$ cat config.mk
export PLATFORM = sky130hd
export DESIGN_NAME = alu_unit
export DESIGN_NICKNAME = d
export VERILOG_FILES = /design/src/rtl/alu_unit.sv
export SDC_FILE = /design/constraint.sdc
export NUM_CORES = 1
export LEC_CHECK = 0
export BUFFER_PORTS_ARGS = -buffer_cell sky130_fd_sc_hd__buf_2
export CAP_MARGIN = 20
export CORE_ASPECT_RATIO = 0.7
export CORE_MARGIN = 2
export CORE_UTILIZATION = 40
export DETAILED_ROUTE_END_ITERATION = 10
export PLACE_DENSITY_LB_ADDON = 0.15
export SYNTH_ARGS = -nofsm -noshare
export SYNTH_HDL_FRONTEND = slang
export SYNTH_SLANG_ARGS = --single-unit
$ cat constraint.sdc
create_clock -name clk -period 10.6 [get_ports clk]
set_input_delay 0 -clock clk [delete_from_list [all_inputs] [get_ports clk]]
set_output_delay 0 -clock clk [all_outputs]
set_load 0.1 [all_outputs]
$ cat src/rtl/alu_unit.sv
// rtl/alu_unit.sv - single-cycle integer ALU with CDB broadcast.
// Optional shift-add multiplier enabled by defining ALU_MUL_EN.
module alu_unit #(
  parameter int ROB_W = 4
) (
  input  logic             clk,
  input  logic             rst,
  input  logic             rdy,
  input  logic             clr,
  input  logic             RS_S,
  input  logic [5:0]       RS_Op,
  input  logic [31:0]      RS_Vj,
  input  logic [31:0]      RS_Vk,
  input  logic [31:0]      RS_A,
  input  logic [31:0]      RS_pc,
  input  logic [ROB_W-1:0] RS_Reorder,
  output logic             busy,
  output logic             CDB_S,
  output logic [ROB_W-1:0] CDB_Reorder,
  output logic [31:0]      CDB_Value,
  output logic             CDB_jump,
  output logic [31:0]      CDB_target
);

`ifdef ALU_MUL_EN
  typedef enum logic [1:0] {IDLE, MUL, DONE} state_t;
  logic [31:0] mcand, mplier, acc;
  logic [4:0]  cnt;
`else
  typedef enum logic [0:0] {IDLE, DONE} state_t;
`endif

  state_t state;

  logic [31:0] op_b, alu_val, alu_tgt;
  logic        alu_jump, is_mul, is_br, taken, slt_b;

  // Opcodes 0-9 take Vk, 16-25 are the same ops with the immediate as operand b.
  always_comb begin
    alu_val  = '0;
    alu_jump = 1'b0;
    alu_tgt  = '0;
    is_mul   = 1'b0;
    is_br    = 1'b0;
    taken    = 1'b0;
    op_b     = RS_Op[4] ? RS_A : RS_Vk;
    slt_b    = $signed(RS_Vj) < $signed(op_b);
    if (!RS_Op[5]) begin
      case (RS_Op[3:0])
        4'd0:    alu_val = RS_Vj + op_b;
        4'd1:    alu_val = RS_Vj - op_b;
        4'd2:    alu_val = RS_Vj & op_b;
        4'd3:    alu_val = RS_Vj | op_b;
        4'd4:    alu_val = RS_Vj ^ op_b;
        4'd5:    alu_val = RS_Vj << op_b[4:0];
        4'd6:    alu_val = RS_Vj >> op_b[4:0];
        4'd7:    alu_val = $signed(RS_Vj) >>> op_b[4:0];
        4'd8:    alu_val = {31'b0, slt_b};
        4'd9:    alu_val = {31'b0, RS_Vj < op_b};
        default: ;
      endcase
    end else begin
      case (RS_Op[4:0])
        5'd0: alu_val = RS_A;
        5'd1: alu_val = RS_pc + RS_A;
        5'd2: begin
          alu_val  = RS_pc + 32'd4;
          alu_jump = 1'b1;
          alu_tgt  = RS_pc + RS_A;
        end
        5'd3: begin
          alu_val  = RS_pc + 32'd4;
          alu_jump = 1'b1;
          alu_tgt  = (RS_Vj + RS_A) & ~32'd1;
        end
        5'd4: begin is_br = 1'b1; taken = (RS_Vj == RS_Vk); end
        5'd5: begin is_br = 1'b1; taken = (RS_Vj != RS_Vk); end
        5'd6: begin is_br = 1'b1; taken = ($signed(RS_Vj) < $signed(RS_Vk)); end
        5'd7: begin is_br = 1'b1; taken = ($signed(RS_Vj) >= $signed(RS_Vk)); end
        5'd8: begin is_br = 1'b1; taken = (RS_Vj < RS_Vk); end
        5'd9: begin is_br = 1'b1; taken = (RS_Vj >= RS_Vk); end
`ifdef ALU_MUL_EN
        5'd10: is_mul = 1'b1;
`endif
        default: ;
      endcase
    end
    if (is_br) begin
      alu_jump = taken;
      alu_tgt  = taken ? (RS_pc + RS_A) : (RS_pc + 32'd4);
    end
  end

  always_ff @(posedge clk) begin
    if (rst) begin
      state       <= IDLE;
      busy        <= 1'b0;
      CDB_S       <= 1'b0;
      CDB_Reorder <= '0;
      CDB_Value   <= '0;
      CDB_jump    <= 1'b0;
      CDB_target  <= '0;
`ifdef ALU_MUL_EN
      mcand  <= '0;
      mplier <= '0;
      acc    <= '0;
      cnt    <= '0;
`endif
    end else if (rdy) begin
      if (clr) begin
        state <= IDLE;
        busy  <= 1'b0;
        CDB_S <= 1'b0;
      end else begin
        case (state)
`ifdef ALU_MUL_EN
          // One multiplier bit per cycle; the 32nd step writes the CDB directly.
          MUL: begin
            acc    <= acc + (mplier[0] ? mcand : 32'd0);
            mcand  <= mcand << 1;
            mplier <= mplier >> 1;
            cnt    <= cnt + 5'd1;
            if (cnt == 5'd31) begin
              state      <= DONE;
              busy       <= 1'b0;
              CDB_S      <= 1'b1;
              CDB_Value  <= acc + (mplier[0] ? mcand : 32'd0);
              CDB_jump   <= 1'b0;
              CDB_target <= '0;
            end
          end
`endif
          default: begin
            if (RS_S && is_mul) begin
`ifdef ALU_MUL_EN
              state       <= MUL;
              busy        <= 1'b1;
              CDB_S       <= 1'b0;
              CDB_Reorder <= RS_Reorder;
              mcand       <= RS_Vj;
              mplier      <= RS_Vk;
              acc         <= '0;
              cnt         <= '0;
`endif
            end else if (RS_S) begin
              state       <= DONE;
              CDB_S       <= 1'b1;
              CDB_Reorder <= RS_Reorder;
              CDB_Value   <= alu_val;
              CDB_jump    <= alu_jump;
              CDB_target  <= alu_tgt;
            end else begin
              state <= IDLE;
              CDB_S <= 1'b0;
            end
          end
        endcase
      end
    end
  end

endmodule

==> results of run 1 <==
## worst max-delay path by stage
stage	endpoint	startpoint	slack (ns)
2_1_floorplan	CDB_Value[31]$_SDFFE_PP0P_	RS_Op[4]	6.88
3_3_place_gp	CDB_Value[31]$_SDFFE_PP0P_	RS_Op[4]	5.52
3_5_place_dp	CDB_Value[31]$_SDFFE_PP0P_	RS_Op[4]	5.48
5_1_grt	CDB_Value[26]$_SDFFE_PP0P_	RS_Op[4]	5.38
4_1_cts	CDB_Value[26]$_SDFFE_PP0P_	RS_Op[4]	5.86
6_report	CDB_Value[31]$_SDFFE_PP0P_	RS_Op[4]	5.69
## kinds of logic (layout without fill, tap and decap cells)
| group | count (synthesis) | after routing | share of synthesized area (%) |
|---|---|---|---|
| AOI/OAI and AO/OA | 944 | 944 | 35.5 |
| xor gates and xnor gates | 92 | 92 | 4.55 |
| adders and majority gates | 196 | 196 | 14.0 |
| buffers and inverters | 311 | 416 | 7.29 |
| DFF | 70 | 70 | 7.91 |
| muxes | 121 | 121 | 8.79 |
| other | 1 | 1 | 0.0212 |
| and+or+nand+nor | 856 | 856 | 21.9 |
## registers in the layout (all words and copies together) (netlist names)
name / flops
CDB_target: 32
CDB_Value: 32
CDB_jump: 1
CDB_Reorder: 4
CDB_S: 1
## stage by stage
| step | worst slack [ns] | power, mW | instance area (um^2) | instances | utilization [%] |
|---|---|---|---|---|---|
| detailed placement | 5.48 | 1.42 | 19100 | 3269 | 43.8 |
| finish | 5.69 | 1.81 | 19500 | 3290 | 44.6 |
| floorplan | 6.88 | 1.06 | 17700 | 2591 | - |
| CTS | 5.86 | 1.77 | 19500 | 3290 | 44.6 |
| global placement | 5.52 | 1.42 | 19100 | 3268 | 43.8 |
| global route | 5.38 | 1.90 | 19500 | 3290 | 44.6 |
## cell usage in the layout, fill, tap and decap left out, types with 9 or more instances in the layout
| cell type | instances |
|---|---|
| sky130_fd_sc_hd__mux4_2 | 24 |
| sky130_fd_sc_hd__nor2_1 | 279 |
| sky130_fd_sc_hd__inv_1 | 137 |
| sky130_fd_sc_hd__a221oi_1 | 47 |
| sky130_fd_sc_hd__a31oi_1 | 26 |
| sky130_fd_sc_hd__a222oi_1 | 17 |
| sky130_fd_sc_hd__nor2b_1 | 27 |
| sky130_fd_sc_hd__clkbuf_16 | 9 |
| sky130_fd_sc_hd__buf_2 | 212 |
| sky130_fd_sc_hd__nor3_1 | 58 |
| sky130_fd_sc_hd__ha_1 | 192 |
| sky130_fd_sc_hd__xnor2_1 | 55 |
| sky130_fd_sc_hd__a21oi_1 | 253 |
| sky130_fd_sc_hd__and2_1 | 19 |
| sky130_fd_sc_hd__a22oi_1 | 14 |
| sky130_fd_sc_hd__o21a_1 | 46 |
| sky130_fd_sc_hd__nand2b_1 | 21 |
| sky130_fd_sc_hd__a21o_1 | 28 |
| sky130_fd_sc_hd__o22ai_1 | 27 |
| sky130_fd_sc_hd__a311oi_1 | 18 |
| sky130_fd_sc_hd__nand4_1 | 19 |
| sky130_fd_sc_hd__nand3_1 | 67 |
| sky130_fd_sc_hd__nand2_1 | 272 |
| sky130_fd_sc_hd__mux2_2 | 11 |
| sky130_fd_sc_hd__dfxtp_1 | 70 |
| sky130_fd_sc_hd__and3_1 | 16 |
| sky130_fd_sc_hd__o21bai_1 | 24 |
| sky130_fd_sc_hd__o221ai_1 | 17 |
| sky130_fd_sc_hd__or3_1 | 15 |
| sky130_fd_sc_hd__xor2_1 | 37 |
| sky130_fd_sc_hd__or2_2 | 14 |
| sky130_fd_sc_hd__mux2i_1 | 80 |
| sky130_fd_sc_hd__o31ai_1 | 24 |
| sky130_fd_sc_hd__buf_4 | 42 |
| sky130_fd_sc_hd__o211ai_1 | 39 |
| sky130_fd_sc_hd__a221o_1 | 10 |
| sky130_fd_sc_hd__a211oi_1 | 77 |
| sky130_fd_sc_hd__o21ai_0 | 168 |
## final cells by class
type / instances / area share (%)
multi-input cells: 2210 / 77.4
repair buffers: 259 / 7.32
flip-flops and latches: 70 / 7.19
well taps: 594 / 3.81
inverters: 141 / 2.73
clock buffers: 9 / 1.16
clock inverters: 7 / 0.417
## critical path: cells and delay by family
family | cells | cell delay, ns
simple gates | 2 | 0.39
compound gates | 6 | 1.91
mux | 2 | 0.89
buf+inv | 4 | 1.49
fa+ha+maj | 1 | 0.42
## per-layer routing
layer,routed length (um),track usage (%),vias to the layer above
met5,13,0,-
met4,2930,11.2,2
li1,-,-,9864
met1,41400,55.8,10600
met3,11900,12.3,158
met2,38500,57.0,1407
## cell usage after synthesis, drive strengths merged, types with 18 or more instances
library cell / count
a21oi: 255
o31ai: 25
a221oi: 47
a211oi: 77
buf: 73
o22ai: 27
o21bai: 24
mux2i: 86
nand3: 67
nor3: 60
o21a: 46
o21ai: 174
dfxtp: 70
clkbuf: 97
nand2: 273
nand4: 19
a21o: 29
xnor2: 55
nor2: 281
mux4: 24
nor2b: 27
ha: 192
nand2b: 21
and2: 19
o211ai: 39
xor2: 37
inv: 140
a31oi: 27
a311oi: 18
## repair_timing
action,in CTS,in global routing
gates resized for setup,0,0
hold buffers,5,0
endpoints found under the hold margin,5,0
## power breakdown
group          internal, mW  switching, mW  leakage [nW]  total (mW)
registers             0.275        0.00863         0.571       0.283
logic                 0.367          0.814          7.54        1.18
clock network         0.186          0.160         0.147       0.345
total                 0.827          0.983          8.25        1.81
==> results.txt, run 1 <==
Of the available clock period, the critical path in the final layout requires 46.3%. In this run the number of H-tree levels came out at 3. The number of global-route vias before repair came out at 20,300. The post-synthesis instance area is 17,700 um^2.

The run finished with clean final reports. The average instance in the mapped netlist occupies 6.84 um^2. On the final layout, the worst hold slack is 0.0101 ns. The top achievable clock speed is 0.204 GHz.

For this design the ratio of total power to cell area is 92.8 nW/um^2. The multi-input combinational cell area is 15,100 um^2. Of all nets on the critical path, the largest fanout is 68. The final number of hold-violating endpoints was 0. The placeable core region came out at 43,700 um^2. For the worst flop-to-flop path, the logic depth is 6.

The filler cell count in the final layout came out at 4,726. The number of warning messages in the yosys log is 0. For this run, the leading register cell type out of synthesis is sky130_fd_sc_hd__dfxtp_1. In the global route stage, overall resource usage came out at 39.4%. The first routing iteration left 2,932 violations. During placement, the flow inserted port buffers numbering 212.

The TritonCTS sink count is 70. The floorplan step defined a die boundary enclosing 46,000 um^2. The clock skew came out at 0 ns. The worst max-slew margin expressed relative to the limit came out at 25.3%. The cell count after synthesis came out at 2,591. For this run, design rule violations remaining after detail routing come to 0. The post-synth net total is 2,930. The remaining antenna violation count came out at 0. The starting density of the core came out at 40.5%.

CTS placed an instance of sky130_fd_sc_hd__clkbuf_16 at the clock tree root. The worst-margin pin slew came out at 1.09 ns. STA classifies the critical path endpoint as a register. The distinct cell type count of the synthesized netlist is 94. The signed area change from the synthesized netlist to the final layout came out at 10.0%. The critical path is of the primary input to register type.

The share of synthesized registers carrying an async set or reset came out at 0%. The share of the synthesized area in the top cell type is 13.6%. Routability-driven placement finished with a final weighted congestion of 0.998. The average via count per standard cell came out at 6.68. On the critical path, the stage with the largest delay is an instance of sky130_fd_sc_hd__mux2i_4. The beginning of the worst hold path is RS_pc[0]. At the end of the flow, the number of nets in the layout was 3,030. TritonCTS created 9 clock buffers. The total via count in the routed design is 22,000. The number of antenna diodes came out at 0.

The die width came out at 256 um. The maximum number of buffers from clock root to sink came out at 2. Detailed placement ended at an HPWL of 74,100 um. In this run the critical register-to-register path is captured at CDB_Value[31]$_SDFFE_PP0P_. Walking the worst path, the cells encountered are buf_2 > buf_4 > mux2i_4 > buf_4 > ha_1 > inv_1 > a21oi_1 > o31ai_1 > o2111ai_1 > a21oi_2 > a21oi_1 > o21ai_1 > mux2_2 > nand2_1 > or3_1. Summed over all instances, the cell type with the most area after synthesis is sky130_fd_sc_hd__ha_1.

The required time of the worst setup path is 10.86 ns. The clock period minus final worst setup slack came out at 4.91 ns. In the final routed layout, each cell accounts on average for 28.8 um. The leakage power came out at 8.25 nW. The maximum number of pins on one net before global-route repair came out at 69. Setup repair after global routing left no endpoint under its margin.

Wires add up to 94,700 um. Yosys mapped a number of flops with a built-in enable equal to 0. The number of endpoints failing setup at the final stage came out at 0. VDD sags by at most 72.0 uV. The post-synthesis register bit count is 70.

The standard-cell row count is 64. The first detailed-routing pass ran for 9 iterations. The worst register-to-register path begins at CDB_Value[31]$_SDFFE_PP0P_. Setup slack on the worst reg-to-reg path comes out at 9.31 ns.

The data arrival at the endpoint of the critical path is 5.18 ns. The share of layout cells above drive strength 1 is 13.1%. The number of antenna violations at the first check in global routing is 5. The kind of launch point of the worst setup path is a primary input. The worst hold path depth came out at 3.

The register area share after synthesis is 7.91%. Yosys attributes the largest share of cell area to sky130_fd_sc_hd__ha_1 14%, sky130_fd_sc_hd__dfxtp_1 7.9%, sky130_fd_sc_hd__a21oi_1 7.1%, sky130_fd_sc_hd__nor2_1 6.0%, sky130_fd_sc_hd__nand2_1 5.8%. The delay of the slowest critical-path stage came out at 0.72 ns. The path class of the tightest hold or removal check is primary input to register.

The first global-routing pass estimated 137,000 um of wire. The boundary pin count is 214. The final count of pins violating max slew is 0. The sequential cell area in the final layout came out at 1400 um^2. TritonCTS built the clock tree. The endpoint with the worst hold slack is CDB_target[0]$_SDFFE_PP0P_.

Clock latency on the worst-skew pair, taken at its later pin, is 0.37 ns. The clock transition time at the flip-flop clock pins of the worst setup and hold paths came out at 0.07 ns. The buffers inserted during post-CTS setup optimization is 0. For the final routed database, the setup TNS stands at 0 ns. The remaining global-route overflow came out at 0. The height of the die is 180 um. The tool flagged a number of max-cap violations equal to 0.
Note: power is estimated with default switching activity, not from simulation.
==> run 2, diff against run 1 <==
==> constraint.sdc (replaced) <==
create_clock -name clk -period 4.2 [get_ports clk]
set_input_delay 0 -clock clk [delete_from_list [all_inputs] [get_ports clk]]
set_output_delay 0 -clock clk [all_outputs]
set_load 0.1 [all_outputs]
==> run 2 against run 1 <==
  * Global-route usage is 0.21 points higher
  * Critical path depth stayed put
  * Highest routed layer unchanged
  * Combinational power grew to 2.6 times the previous value
  * Largest cell class unchanged
  * Via count is 1.4% higher
  * Wire length is 0.28% higher
  * Largest power group unchanged
  * Non-clock buffer count is 53 higher
==> results.txt, run 2 (synthesized netlist as in run 1, its figures left out) <==
The placed wire-length estimate after detailed placement is 76,100 um. The clock skew came out at 0 ns. The height of the die came out at 180 um. The library cell used most frequently in the layout, excluding fill and tap cells, is sky130_fd_sc_hd__nor2_1.

The delay of the slowest critical-path stage is 0.52 ns. The largest registers in the layout are CDB_Value: 32 flops, CDB_target: 32 flops, CDB_Reorder: 4 flops. The final wirelength came out at 95,000 um.

The category of the most critical setup path is primary input to register. The number of antenna violations at the first check in global routing came out at 2. The area of placed instances came out at 19,600 um^2. Clock-pin slew was measured on the worst setup and hold paths at 0.07 ns. Dividing the detail-routed wire length by the instance count gives 28.4 um.

The worst max-slew margin expressed relative to the limit is 32.6%. The switching share of power came out at 52.8%. For this design, the slowest cell found on the critical path is sky130_fd_sc_hd__nor4b_2.

Counting the fill cells in the layout gives 4,725. The overall fraction of global-route tracks in use is 39.6%. The placeable core region came out at 43,700 um^2. STA puts the critical path data arrival time at 4.12 ns. In the final layout, the share of cells above drive strength 1 is 14.8%. In the layout the commonest cells are 279 x sky130_fd_sc_hd__nor2_1, 272 x sky130_fd_sc_hd__nand2_1, 253 x sky130_fd_sc_hd__a21oi_1. The buffers inserted during post-CTS setup optimization is 0. The number of endpoints failing setup at the final stage is 0. The path class of the tightest hold or removal check is primary input to register. The initial detailed-routing violation count came out at 2,970. Port buffering added 212 buffers. The post-route standard cell area excluding fillers came out at 20,000 um^2. The starting density of the core is 40.5%. STA classifies the critical path endpoint as a register.

The total via count in the routed design came out at 22,300. In this run the number of H-tree levels came out at 3. The average via count per standard cell is 6.66.

The maximum vdd drop came out at 208 uV. The overall die area came out at 46,000 um^2. For the worst setup path, the data required time is 4.44 ns.

The number of buffers and inverters on the critical path is 3. The remaining global-route overflow came out at 0. The post-route fraction of the period consumed by the critical path is 92.3%. Cells fill 45.8% of the core in the end. The maximum number of pins on one net before global-route repair came out at 80.

The final count of pins violating max slew is 0. The clock latency reported for the late side of the worst-skew pair is 0.36 ns. The root cell of the clock tree is sky130_fd_sc_hd__clkbuf_16. The top achievable clock speed came out at 0.258 GHz.

Among the stages of the critical path, the cell type that occurs most often is sky130_fd_sc_hd__nand2_1. Setup repair after global routing left no endpoint under its margin. The maximum fanout along the worst path came out at 54. The maximum number of buffers from clock root to sink came out at 2. TritonCTS built the clock tree. STA classifies the critical path startpoint as a primary input. The global-route wire length before repair is 139,000 um. The standard-cell row count came out at 64. The clock period minus final worst setup slack is 3.88 ns. The number of clock buffers inserted by TritonCTS is 9. Summed over all cells, the static leakage comes to 8.55 nW.

For the pin with the worst max-slew slack, the measured transition is 0.983 ns. The signal on the critical path passes through buf_2 > buf_12 > nand2_1 > o21a_1 > ha_1 > inv_1 > nand3_1 > nor4b_2 > o2111ai_1 > a21oi_2 > a21oi_1 > o21ai_1 > mux2_2 > nand2_1 > or3_1. The switching power of the nets is 2.45 mW.

The power after layout came out at 4.65 mW. The remaining antenna violation count came out at 0. The TritonCTS sink count is 70.

The signed area change from the synthesized netlist to the final layout came out at 12.9%. The number of maximum-capacitance violations came out at 0. Before antenna repair, the detailed router went through 6 iterations. In this run, the combinational gates consume 65.5% of the power. The total DRC errors in the routed layout came out at 0. The number of global-route vias before repair is 20,900. The die is 256 um wide. The power density over cell area came out at 232 nW/um^2. The kind of cell with the highest combined delay along the critical path is compound AO/OA/AOI/OAI gates. The net total in the final layout is 3,083. The congestion estimate from routability-driven global placement came to 1.05. The run finished with clean final reports.

The cell-internal power came out at 2.20 mW. Sequential cells burn 15.4% of the power. The boundary pin count is 214. The part of the total power dissipated in the clock network came out at 19.1%. The final number of hold-violating endpoints came out at 0.
## run 2: per-stage QoR
stage	hold slack, ns	instances	setup slack [ns]	setup TNS [ns]
2_1_floorplan	0.136	2591	0.480	0
3_3_place_gp	0.241	3322	-0.202	-0.570
3_5_place_dp	0.250	3322	-0.0791	-0.144
4_1_cts	0.0757	3343	0.277	0
5_1_grt	0.109	3343	0.166	0
6_report	0.0625	3346	0.323	0
## run 2: routing by layer
metal	up-vias	GRT usage, %	routed length [um]
met5	-	1.65	103
met4	2	14.0	3680
met3	171	10.6	11600
met2	1483	56.6	38300
met1	10700	56.5	41300
li1	9958	-	-
## run 2: what timing repair did
item | in CTS | in global routing
hold endpoints to repair | 5 | 0
hold buffers | 5 | 0
resized for setup | 0 | 1
endpoints found under the setup margin | 0 | 1
## run 2: final timing paths
kind / from / to / slack [ns] / cells after the start
max: RS_Op[4] / CDB_Value[31]$_SDFFE_PP0P_ / 0.32 / 15
min: RS_A[16] / CDB_Value[16]$_SDFFE_PP0P_ / 0.06 / 3
max reg2reg: CDB_Value[16]$_SDFFE_PP0P_ / CDB_Value[16]$_SDFFE_PP0P_ / 2.91 / 4
min reg2reg: CDB_Reorder[3]$_SDFFE_PP0P_ / CDB_Reorder[3]$_SDFFE_PP0P_ / 0.46 / 2
## run 2: area by class of cell
cell class	count	area, um^2	share of cell area [%]
clock buffer	10	229	1.14
antenna	3	7.51	0.0375
inverter	141	532	2.66
clock inverter	6	86.3	0.431
timing repair buffer	312	1910	9.57
sequential	70	1400	7.00
tap	594	743	3.71
multi-input combinational	2210	15100	75.4
## run 2: power by group through the flow
stage	Combinational (mW)	Clock, mW	Sequential (mW)
floorplan	1.73	0	0.934
global placement	2.91	0	0.729
detailed placement	2.92	0	0.730
CTS	2.94	0.891	0.715
global route	3.23	0.921	0.718
finish	3.05	0.888	0.715
## run 2: worst register-to-register path: cells and delay by family, from the launching register on
| kind | cells | cell delay, ns |
|---|---|---|
| AO/OA/AOI/OAI | 4 | 0.78 |
| flip-flops | 1 | 0.38 |
